**src/rtl/iram_fetch_if.sv**
```systemverilog
// Fetch-side bus bundle: IRAM request/response pair and the instruction hand-off to decode.
// Both handshakes complete on a rising edge where the producer's flag (iram_ready_cu / ir_valid)
// and the consumer's flag (iram_enable_cu / ir_ready) are high together.
interface iram_fetch_if #(
    parameter int NUMBIT = 32
);
    logic              iram_enable_cu;
    logic [NUMBIT-1:0] iram_address;
    logic              iram_ready_cu;
    logic [NUMBIT-1:0] iram_data;
    logic              update_pc_branch;
    logic [NUMBIT-1:0] branch_target;
    logic              ir_valid;
    logic              ir_ready;
    logic [NUMBIT-1:0] ir;
    logic [NUMBIT-1:0] npc;

    modport master (
        output iram_enable_cu, iram_address, ir_valid, ir, npc,
        input  iram_ready_cu, iram_data, update_pc_branch, branch_target, ir_ready
    );

    modport slave (
        input  iram_enable_cu, iram_address, ir_valid, ir, npc,
        output iram_ready_cu, iram_data, update_pc_branch, branch_target, ir_ready
    );
endinterface

```
**src/rtl/iram_fetch_unit.sv**
```systemverilog
// DLX fetch stage: owns the PC, requests words from IRAM, hands them to decode, hangs on faults.
// Optional FETCH_PERF_CNT_EN adds a fetch_count output counting accepted IRAM responses.
module iram_fetch_unit #(
    parameter int                 NUMBIT   = 32,
    parameter logic [NUMBIT-1:0]  PC_RESET = '0,
    parameter int                 TIMEOUT  = 16
) (
    input  logic              clk,
    input  logic              rst,
    iram_fetch_if.master      bus,
    output logic              hang_error,
    output logic [1:0]        fetch_state
`ifdef FETCH_PERF_CNT_EN
    ,
    output logic [NUMBIT-1:0] fetch_count
`endif
);
    typedef enum logic [1:0] {
        ST_HANG   = 2'd0,
        ST_FETCH  = 2'd1,
        ST_DECODE = 2'd2
    } fetch_state_t;

    localparam int CW = (TIMEOUT > 1) ? $clog2(TIMEOUT) : 1;

    fetch_state_t      state;
    logic [NUMBIT-1:0] pc;
    logic [NUMBIT-1:0] ir_q;
    logic [NUMBIT-1:0] npc_q;
    logic              ir_valid_q;
    logic [CW-1:0]     wait_cnt;
    // Low for the first cycle after reset so a stale response cannot be captured.
    logic              armed;
`ifdef FETCH_PERF_CNT_EN
    logic [NUMBIT-1:0] fetch_cnt_q;
`endif

    always_ff @(posedge clk) begin
        if (!rst) begin
            state      <= ST_FETCH;
            pc         <= PC_RESET;
            ir_q       <= '0;
            npc_q      <= '0;
            ir_valid_q <= 1'b0;
            hang_error <= 1'b0;
            wait_cnt   <= '0;
            armed      <= 1'b0;
`ifdef FETCH_PERF_CNT_EN
            fetch_cnt_q <= '0;
`endif
        end else begin
            armed <= 1'b1;
            if (state != ST_HANG && bus.update_pc_branch) begin
                ir_valid_q <= 1'b0;
                wait_cnt   <= '0;
                if (bus.branch_target[1:0] != 2'b00) begin
                    state      <= ST_HANG;
                    hang_error <= 1'b1;
                end else begin
                    state <= ST_FETCH;
                    pc    <= bus.branch_target;
                end
            end else begin
                case (state)
                    ST_FETCH: begin
                        if (armed) begin
                            if (bus.iram_ready_cu) begin
                                ir_q       <= bus.iram_data;
                                npc_q      <= pc + NUMBIT'(4);
                                pc         <= pc + NUMBIT'(4);
                                ir_valid_q <= 1'b1;
                                wait_cnt   <= '0;
                                state      <= ST_DECODE;
`ifdef FETCH_PERF_CNT_EN
                                fetch_cnt_q <= fetch_cnt_q + NUMBIT'(1);
`endif
                            end else if (wait_cnt == CW'(TIMEOUT - 1)) begin
                                state      <= ST_HANG;
                                hang_error <= 1'b1;
                            end else begin
                                wait_cnt <= wait_cnt + CW'(1);
                            end
                        end
                    end
                    ST_DECODE: begin
                        if (bus.ir_ready) begin
                            ir_valid_q <= 1'b0;
                            state      <= ST_FETCH;
                        end
                    end
                    default: begin
                        // HANG is sticky; only reset leaves it.
                        ir_valid_q <= 1'b0;
                        hang_error <= 1'b1;
                    end
                endcase
            end
        end
    end

    assign bus.iram_address   = pc;
    assign bus.iram_enable_cu = armed && (state == ST_FETCH);
    assign bus.ir_valid       = ir_valid_q;
    assign bus.ir             = ir_q;
    assign bus.npc            = npc_q;
    assign fetch_state        = state;
`ifdef FETCH_PERF_CNT_EN
    assign fetch_count        = fetch_cnt_q;
`endif

endmodule

```
**src/flat_wrapper.sv**
```systemverilog
// flat-port wrapper written by rule: the top's interface ports become plain ports
module iram_fetch_unit_flat 
#(
    parameter int                 NUMBIT   = 32,
    parameter logic [NUMBIT-1:0]  PC_RESET = '0,
    parameter int                 TIMEOUT  = 16
)
  (clk, rst, hang_error, fetch_state, bus_iram_enable_cu, bus_iram_address, bus_ir_valid, bus_ir, bus_npc, bus_iram_ready_cu, bus_iram_data, bus_update_pc_branch, bus_branch_target, bus_ir_ready);
  iram_fetch_if #(.NUMBIT(NUMBIT)) bus_i ();
  input  logic clk;
  input  logic rst;
  output logic hang_error;
  output logic [1:0] fetch_state;
  output wire logic [$bits(bus_i.iram_enable_cu)-1:0] bus_iram_enable_cu;
  output wire logic [$bits(bus_i.iram_address)-1:0] bus_iram_address;
  output wire logic [$bits(bus_i.ir_valid)-1:0] bus_ir_valid;
  output wire logic [$bits(bus_i.ir)-1:0] bus_ir;
  output wire logic [$bits(bus_i.npc)-1:0] bus_npc;
  input wire logic [$bits(bus_i.iram_ready_cu)-1:0] bus_iram_ready_cu;
  input wire logic [$bits(bus_i.iram_data)-1:0] bus_iram_data;
  input wire logic [$bits(bus_i.update_pc_branch)-1:0] bus_update_pc_branch;
  input wire logic [$bits(bus_i.branch_target)-1:0] bus_branch_target;
  input wire logic [$bits(bus_i.ir_ready)-1:0] bus_ir_ready;
  assign bus_iram_enable_cu = bus_i.iram_enable_cu;
  assign bus_iram_address = bus_i.iram_address;
  assign bus_ir_valid = bus_i.ir_valid;
  assign bus_ir = bus_i.ir;
  assign bus_npc = bus_i.npc;
  assign bus_i.iram_ready_cu = bus_iram_ready_cu;
  assign bus_i.iram_data = bus_iram_data;
  assign bus_i.update_pc_branch = bus_update_pc_branch;
  assign bus_i.branch_target = bus_branch_target;
  assign bus_i.ir_ready = bus_ir_ready;
  iram_fetch_unit #(.NUMBIT(NUMBIT), .PC_RESET(PC_RESET), .TIMEOUT(TIMEOUT)) u_core (.clk(clk), .rst(rst), .bus(bus_i), .hang_error(hang_error), .fetch_state(fetch_state));
endmodule
```
**config.mk**
```make
export PLATFORM = sky130hd
export DESIGN_NAME = iram_fetch_unit_flat
export DESIGN_NICKNAME = d
export VERILOG_FILES = /design/src/rtl/iram_fetch_if.sv /design/src/rtl/iram_fetch_unit.sv /design/src/flat_wrapper.sv
export SDC_FILE = /design/constraint.sdc
export NUM_CORES = 1
export LEC_CHECK = 0
export ABC_AREA = 1
export CAP_MARGIN = 20
export CORE_UTILIZATION = 49
export CTS_CLUSTER_DIAMETER = 120
export CTS_CLUSTER_SIZE = 28
export DETAILED_ROUTE_END_ITERATION = 16
export GPL_TIMING_DRIVEN = 0
export PLACE_DENSITY = 0.85
export SYNTH_ARGS = -nofsm -noshare
export SYNTH_HDL_FRONTEND = slang
export SYNTH_SLANG_ARGS = --single-unit
```
**constraint.sdc**
```tcl
create_clock -name clk -period 3.6 [get_ports clk]
set_input_delay 0.72 -clock clk [delete_from_list [all_inputs] [get_ports clk]]
set_output_delay 0.72 -clock clk [all_outputs]
set_load 0.01 [all_outputs]
```
=== Word-level counts from Yosys, hierarchy flattened ===
Cells that the tools add are included.
W data, S select, Z words.

* Bits in registers: 105
* Output and inout bits: 101
* Word-level logic and storage cells: 67
* Input port bits: 69

* Reductions and logical operators: 15
* Equal/unequal tests: 15
* Bitwise operators: 2
* Mux-type cells: 25
* $add $sub $neg: 2

{| class="wikitable"
|+ Operators by type and width
! operator !! count
|-
| $mux W32 || 5
|-
| $add A32 B3 Y32 const B || 1
|-
| $reduce_and A4 Y1 || 3
|-
| $mux W1 || 10
|-
| $mux W2 || 5
|-
| $ne A2 B2 Y1 const B || 5
|-
| $reduce_bool A2 Y1 || 5
|-
| $mux W4 || 2
|-
| $ne A3 B1 Y1 const B || 2
|-
| $ne A3 B2 Y1 const B || 2
|-
| $reduce_and A3 Y1 || 2
|-
| $reduce_and A5 Y1 || 1
|-
| $add A4 B1 Y4 const B || 1
|-
| $eq A4 B4 Y1 const B || 1
|-
| $ne A2 B1 Y1 const B || 2
|-
| $ne A4 B2 Y1 const B || 1
|-
| $pmux W1 S2 || 2
|-
| $pmux W2 S2 || 1
|-
| $reduce_bool A3 Y1 || 1
|-
| $eq A2 B1 Y1 const B || 1
|-
| $eq A2 B2 Y1 const B || 1
|-
| $logic_and A1 B1 Y1 || 2
|-
| $not A1 Y1 || 2
|-
| $reduce_or A2 Y1 || 1
|}

=== Logic depth before layout (Yosys ltp) ===
* Depth after elaboration: 6
* Mapped depth: 13
* Gate-level depth less buffers: 11

=== Least setup slack after synthesis ===
No wires, ideal clock.

* Path type: input port to flip-flop
* Start: in bus_update_pc_branch
* End: reg u_core.pc[13], in the netlist u_core.bus.iram_address[13]
* Setup time: 0.119 ns
* Path slack: 1.900 ns
* Cell stages on the path: 10
* Required time: 3.481 ns
* Arrival time: 1.580 ns
* Buffers on the path: 2
* Cell sequence: nand2_2 inv_2 nand2_1 o21ai_1 nand2_1 inv_2 buf_6 buf_4 o21ai_0 a21oi_1

* Longest elaborated chain between the ends: 3
* Elaborated cells between the ends (all ways): 7
* Those cells by class: 1 x eq/ne; 1 x mux; 5 x reduce/logical

{| class="wikitable"
|+ Ends and longest elaborated chain
! what !! line !! text
|-
| from (decl) || flat_wrapper.sv:21 || <nowiki>input wire logic [$bits(bus_i.update_pc_branch)-1:0] bus_update_pc_branch;</nowiki>
|-
| $logic_and A1 B1 Y1 (*) || iram_fetch_unit.sv:53 || <nowiki>if (state != ST_HANG && bus.update_pc_branch) begin</nowiki>
|-
| $ne A2 B2 Y1 (no source line) / $reduce_bool A2 Y1 (equally long branches) || -- ||
|-
| $reduce_and A4 Y1 (no source line) || -- ||
|-
| to (signal assigned) || iram_fetch_unit.sv:61 || <nowiki>pc <= bus.branch_target;</nowiki>
|-
| to (signal assigned) || iram_fetch_unit.sv:70 || <nowiki>pc <= pc + NUMBIT'(4);</nowiki>
|-
| to (decl) || iram_fetch_unit.sv:27 || <nowiki>logic [NUMBIT-1:0] pc;</nowiki>
|}

Mark *: on every way between the ends. The rest lies on a longest branch, timed or not.
A chain may end at the register's enable or synchronous reset.

=== Worst setup path in the final report ===
* Start: reg u_core.state[1], in the netlist u_core.fetch_state[1]
* End: out bus_iram_enable_cu

* Longest elaborated chain between the ends: 2

{| class="wikitable"
|+ Ends and longest elaborated chain
! what !! line !! text
|-
| from (decl) || iram_fetch_unit.sv:26 || <nowiki>fetch_state_t state;</nowiki>
|-
| from (signal assigned) || iram_fetch_unit.sv:40 || <nowiki>state <= ST_FETCH;</nowiki>
|-
| from (signal assigned) || iram_fetch_unit.sv:57 || <nowiki>state <= ST_HANG;</nowiki>
|-
| from (signal assigned) || iram_fetch_unit.sv:60 || <nowiki>state <= ST_FETCH;</nowiki>
|-
| $eq A2 B1 Y1 || iram_fetch_unit.sv:102 || <nowiki>assign bus.iram_enable_cu = armed && (state == ST_FETCH);</nowiki>
|-
| $logic_and A1 B1 Y1 || iram_fetch_unit.sv:102 ||
|-
| to (decl) || flat_wrapper.sv:14 || <nowiki>output wire logic [$bits(bus_i.iram_enable_cu)-1:0] bus_iram_enable_cu;</nowiki>
|}

No other way between the ends.

==> summary.txt <==
Status
  • Outcome: finished clean

Place
  • GPL Wtd Cong: 0.954
  • # port buffers: 169
  • Final HPWL DP: 12.1 mm
  • Placed cell area: 0.00684 mm²

Final layout
  • Commonest non-fill, non-tap cell in the layout: clkdlybuf4s50_1
  • Layout filler cell count: 840
  • Most frequent cells in the layout: clkdlybuf4s50_1 (169), nand2_1 (134), nor2_1 (122), dfxtp_1 (105), o21ai_0 (93)
  • Final net count: 967
  • Final Instance Area: 0.00707 mm²
  • ANT cells: 0
  • Synthesis-to-layout area growth: 41.8%
  • Fraction of layout cells with a size suffix above 1: 0.0612

Yosys
  • Main combinational cell family by area after synthesis: simple AND/OR/NAND/NOR gates
  • Yosys warns: 0
  • Distinct cell type count of the synthesized netlist: 34
  • Mapped Avg Cell Area: 6.99 µm²
  • Post-synthesis cell count: 713
  • Post-synthesis mux area share: 0
  • Mapped Area: 0.00498 mm²
  • Synth Area in XOR/XNOR: 0.0296
  • Syn nets: 787
  • Post-Synth Simple-Gate Area: 0.256
  • Sequential-to-total area share from yosys stat: 0.422
  • Complex-gate fraction of the synthesized area: 0.198
  • Post-synthesis register bit count: 105
  • Adder and majority gate portion of the synthesized area: 0.0126

Floorplan
  • Die Footprint: 0.0106 mm²
  • Core area: 0.00982 mm²
  • Initial core utilization: 0.507
  • Die Wd: 103 µm
  • # IOs: 170
  • # rows: 36
  • DIE HEIGHT: 103 µm

Critical path
  • CP Capture Type: primary output
  • Reg2reg setup slack: 1.51 ns
  • Worst endpoint required time: 2.88 ns
  • Worst-path fanout max: 6
  • Kind of critical path: reg -> out
  • Worst setup SP type: register
  • WP data arrival: 1.83 ns

STA
  • Setup TNS: 0 ns
  • Slew Viols, Final: 0
  • RSZ-0062 raised after global routing: no
  • Slew HR: 0.617
  • Fmax: 393 MHz
  • Setup violators final: 0
  • Clk_skew: 0.0119 ns
  • Worst-margin pin slew: 0.574 ns
  • Fin. Hold Viols: 0
  • Tcrit/Tclk final: 0.707
  • Period minus WS final: 2.55 ns

Global route
  • Vias in the first global route: 5297
  • First-pass GRT wire length: 24.8 mm
  • Pin count of the biggest net entering global routing: 18
  • Congestion Overflow GR: 0
  • Gr usage total: 0.301
  • Initial antenna violation count: 0

CTS
  • Clock H-tree levels: 3
  • Hold-fix buffers, CTS: 0
  • Clock buffer depth: 2
  • Cts bufs inserted: 9
  • Cts repair resizes: 0
  • Clock transition at path regs: 0.10 ns
  • Setup Fix Bufs, Post-CTS: 0
  • CTS root buf: clkbuf_8
  • CTS tree: yes
  • Num Clock Sinks: 105
  • Worst-Skew Late Latency: 0.37 ns

Routing
  • Final wirelength: 16.0 mm
  • Drt via density: 5.37
  • Starting DRC count in detailed routing: 314
  • DRC errors left: 0
  • Routed vias: 5541
  • Drt pass-1 iters: 5
  • Post-route ant nets: 0
  • Per-cell routed wire length: 15.5 µm

Worst hold path
  • Hold Crit Class: reg -> reg

Flow run
  • Max-cap violations: 0

Power and ir drop
  • Leakage: 2.93 nW
  • Max VDD drop: 304 µV
  • Power Density: 563 mW/mm²
==> critical path, stage by stage (launching register included) <==
cell and delay, ns:
dfxtp_1 0.37, inv_1 0.12, ha_1 0.27, nand2_1 0.07
inv_1 0.09, clkdlybuf4s50_1 0.54
==> path summary, 6_finish.rpt <==
check                                                 from                           to  cells after the start
worst min-delay path            u_core.bus.iram_address[0]   u_core.bus.iram_address[0]                      2
worst min register to register  u_core.bus.iram_address[0]   u_core.bus.iram_address[0]                      2
worst max register to register       u_core.fetch_state[0]  u_core.bus.iram_address[18]                     13
worst max-delay path                 u_core.fetch_state[1]           bus_iram_enable_cu                      5
==> layer usage <==
| metal | wire length, µm | up-vias | GRT usage |
|---|---|---|---|
| met5 | 0 | - | 0 |
| met4 | 472 | 0 | 0.111 |
| met3 | 1150 | 44 | 0.0536 |
| met2 | 7850 | 276 | 0.526 |
| met1 | 6480 | 2567 | 0.371 |
| li1 | - | 2654 | - |
==> power by group <==
group	internal [mW]	total [mW]	switching [mW]
Sequential	1.38	1.60	0.220
Clock	0.417	0.848	0.431
Combinational	0.714	1.53	0.814
==> registers in the layout, summed over array words and instances (netlist names) <==
signal                   flops
u_core.armed                 1
u_core.bus.ir               32
u_core.bus.ir_valid          1
u_core.bus.iram_address     32
u_core.bus.npc              32
u_core.fetch_state           2
u_core.hang_error            1
u_core.wait_cnt              4
==> final cells by class <==
type / count / area [µm²] / share of cell area
Multi-Input combinational cell: 511 / 2480 / 0.350
Sequential cell: 105 / 2100 / 0.298
Timing Repair Buffer: 169 / 1690 / 0.239
Inverter: 61 / 229 / 0.0324
Buffer: 36 / 174 / 0.0246
Tap cell: 133 / 166 / 0.0236
Clock buffer: 11 / 141 / 0.0200
Clock inverter: 5 / 85.1 / 0.0120
==> cells in the mapped netlist (all sizes together) <==
library cell | number | area, µm²
a211oi | 1 | 7.51
a21o | 3 | 22.5
a21oi | 65 | 325
a31oi | 2 | 12.5
and2 | 2 | 12.5
buf | 20 | 114
clkbuf | 16 | 60.1
dfxtp | 105 | 2100
ha | 5 | 62.6
inv | 61 | 229
nand2 | 138 | 533
nand3 | 22 | 110
nand3b | 4 | 30.0
nand4 | 2 | 12.5
nor2 | 130 | 533
nor3 | 2 | 15.0
o211ai | 4 | 30.0
o21a | 1 | 7.51
o21ai | 94 | 470
o21bai | 15 | 113
or2 | 5 | 31.3
xnor2 | 4 | 35.0
xor2 | 12 | 113
==> kinds of logic (layout without fill, tap and decap cells) <==
logic type      after synthesis  after routing
compound gates              185            185
xor+xnor                     16             16
fa+ha+maj                     5              5
buf+inv                      97            282
flops                       105            105
simple gates                305            305
==> stage by stage <==
stage	hold slack (ns)	worst slack (ns)	power, mW	instances	utilization
finish	0.470	1.05	3.98	1031	0.720
global route	0.497	0.911	4.18	1031	0.720
CTS	0.469	1.07	3.95	1031	0.720
detailed placement	0.455	1.08	3.11	1015	0.696
global placement	0.441	1.11	3.05	1015	0.696
floorplan	0.452	1.90	2.35	713	-
No activity file was read; power rests on OpenSTA's default activity.
==> variant (same flow settings) <==
`NUMBIT` is set to 32 in 3 places; all go to 64.
--- a/src/rtl/iram_fetch_if.sv
+++ b/src/rtl/iram_fetch_if.sv
@@ -4,3 +4,3 @@
 interface iram_fetch_if #(
-    parameter int NUMBIT = 32
+    parameter int NUMBIT = 64
 );
--- a/src/rtl/iram_fetch_unit.sv
+++ b/src/rtl/iram_fetch_unit.sv
@@ -3,3 +3,3 @@
 module iram_fetch_unit #(
-    parameter int                 NUMBIT   = 32,
+    parameter int                 NUMBIT   = 64,
     parameter logic [NUMBIT-1:0]  PC_RESET = '0,
--- a/src/flat_wrapper.sv
+++ b/src/flat_wrapper.sv
@@ -3,3 +3,3 @@
 #(
-    parameter int                 NUMBIT   = 32,
+    parameter int                 NUMBIT   = 64,
     parameter logic [NUMBIT-1:0]  PC_RESET = '0,
Interface: changed (5 resized); port bits go from 170 to 330. No check against the original RTL was run, so the function may have changed too.
==> variant against the unedited design <==
- first-iteration DRC count rose to 2.9 times the old value
- setup slack got worse by 0.11 ns
- synthesized cell count grew 98%
- area after synthesis grew 95%
- routed wire length grew 130%
- final area up 93%
- sequential cell count increased by 96
- total power grew 43%
- largest power group unchanged
==> variant: results (changes against the unedited design) <==
met1 WL: 15.4 mm (+140%)
register area: 0.00402 mm2 (+91%)
syn_nets: 1550 (+97%)
Pleak: 5.48 nW (+87%)
gr usage total: 35.5% (+5.4 points)
grt met3 use: 5.87% (+0.51 points)
Non-CTS inverters: 100 (+64%)
post-DR wirelength/cell: 18.4 um (+19%)
status: complete, no violations
Synth Area per Inst: 6.89 um2 (-1.4%)
FILL cells: 1635 (+95%)
Area after DPL: 0.0134 mm2 (+95%)
fraction of layout instances using a drive strength above 1: 4.39% (-1.7 points)
number of global-route vias before repair: 10437 (+97%)
arrival time worst endpoint: 1.94 ns (+0.11 ns)
clk cell area share: 2.23% (-0.97 points)
Final #Nets: 1892 (+96%)
first-pass GRT wire length: 56.1 mm (+130%)
Setup WS pre-CTS: 0.598 ns (-0.481 ns)
Max Transition Viols Final: 0 (unchanged)
Worst-path clk slew: 0.12 ns (+0.02 ns)
met2 Track Usage GR: 58.3% (+5.7 points)
met3 wire length: 2.91 mm (+150%)
H-tree Lvls: 1 (-2)
RePlAce Congestion: 0.971 (+1.8%)
fraction of area in multi-input gates: 36.6% (+1.5 points)
DR iter-0 viols: 902 (+190%)
met1 track demand over resource: 46.1% (+9.0 points)
#MultiIn Comb: 1036 (+100%)
top cells by area, synth: dfxtp_1 (41%), nand2_1 (10%), nor2_1 (10%)
Inst Count DP: 2006 (+98%)
Non-CTS buffers: 404 (+97%)
clock root buffer: clkbuf_16
register area share after synthesis: 41.4% (-0.85 points)
dpl hpwl: 28.9 mm (+140%)
worst skew pair latency: 0.48 ns (+0.11 ns)
CTS Buffer Depth: 3 (+1)
buffer share of cell area: 26.6% (+0.15 points)
post-layout util: 70.2% (-1.8 points)
peak supply drop: 382 uV (+25%)
num sequential: 201 (+91%)
synth cell count leaders: nand2_1 (268), nor2_1 (264), dfxtp_1 (201)
PortBufs: 329 (+95%)
Slew headroom: 46.0% (-16 points)
routed wire length: 37.0 mm (+130%)
met2 wire len: 17.1 mm (+120%)
Distinct cells, synth: 36 (+5.9%)
Rows: 51 (+42%)
Synth warnings: 0 (unchanged)
crit-path max FO: 7 (+1)
via/cell ratio: 5.49 (+2.2%)
## variant: path summary, 6_finish.rpt
path | depth (start not counted) | to | slack [ns] | from
setup / recovery | 5 | bus_iram_enable_cu | 0.94 | u_core.fetch_state[1]
hold / removal | 2 | u_core.bus.iram_address[0] | 0.47 | u_core.bus.iram_address[0]
setup reg to reg | 8 | u_core.bus.npc[6] | 1.03 | u_core.fetch_state[1]
hold reg to reg | 2 | u_core.bus.iram_address[0] | 0.47 | u_core.bus.iram_address[0]
## variant: report_power, final
group,internal [mW],total [mW],switching (mW)
combinational,0.783,1.63,0.847
clock,0.573,1.35,0.781
sequential,2.46,2.71,0.255
## variant: cell families (layout without fill, tap and decap cells)
kind of cell | count (synthesis) | in the layout | synth area share (%)
adders and majority gates | 5 | 5 | 0.643
xor gates and xnor gates | 32 | 32 | 2.88
and+or+nand+nor | 605 | 605 | 25.6
DFF | 201 | 201 | 41.4
buffers and inverters | 175 | 516 | 7.29
AOI/OAI and AO/OA | 394 | 394 | 22.3
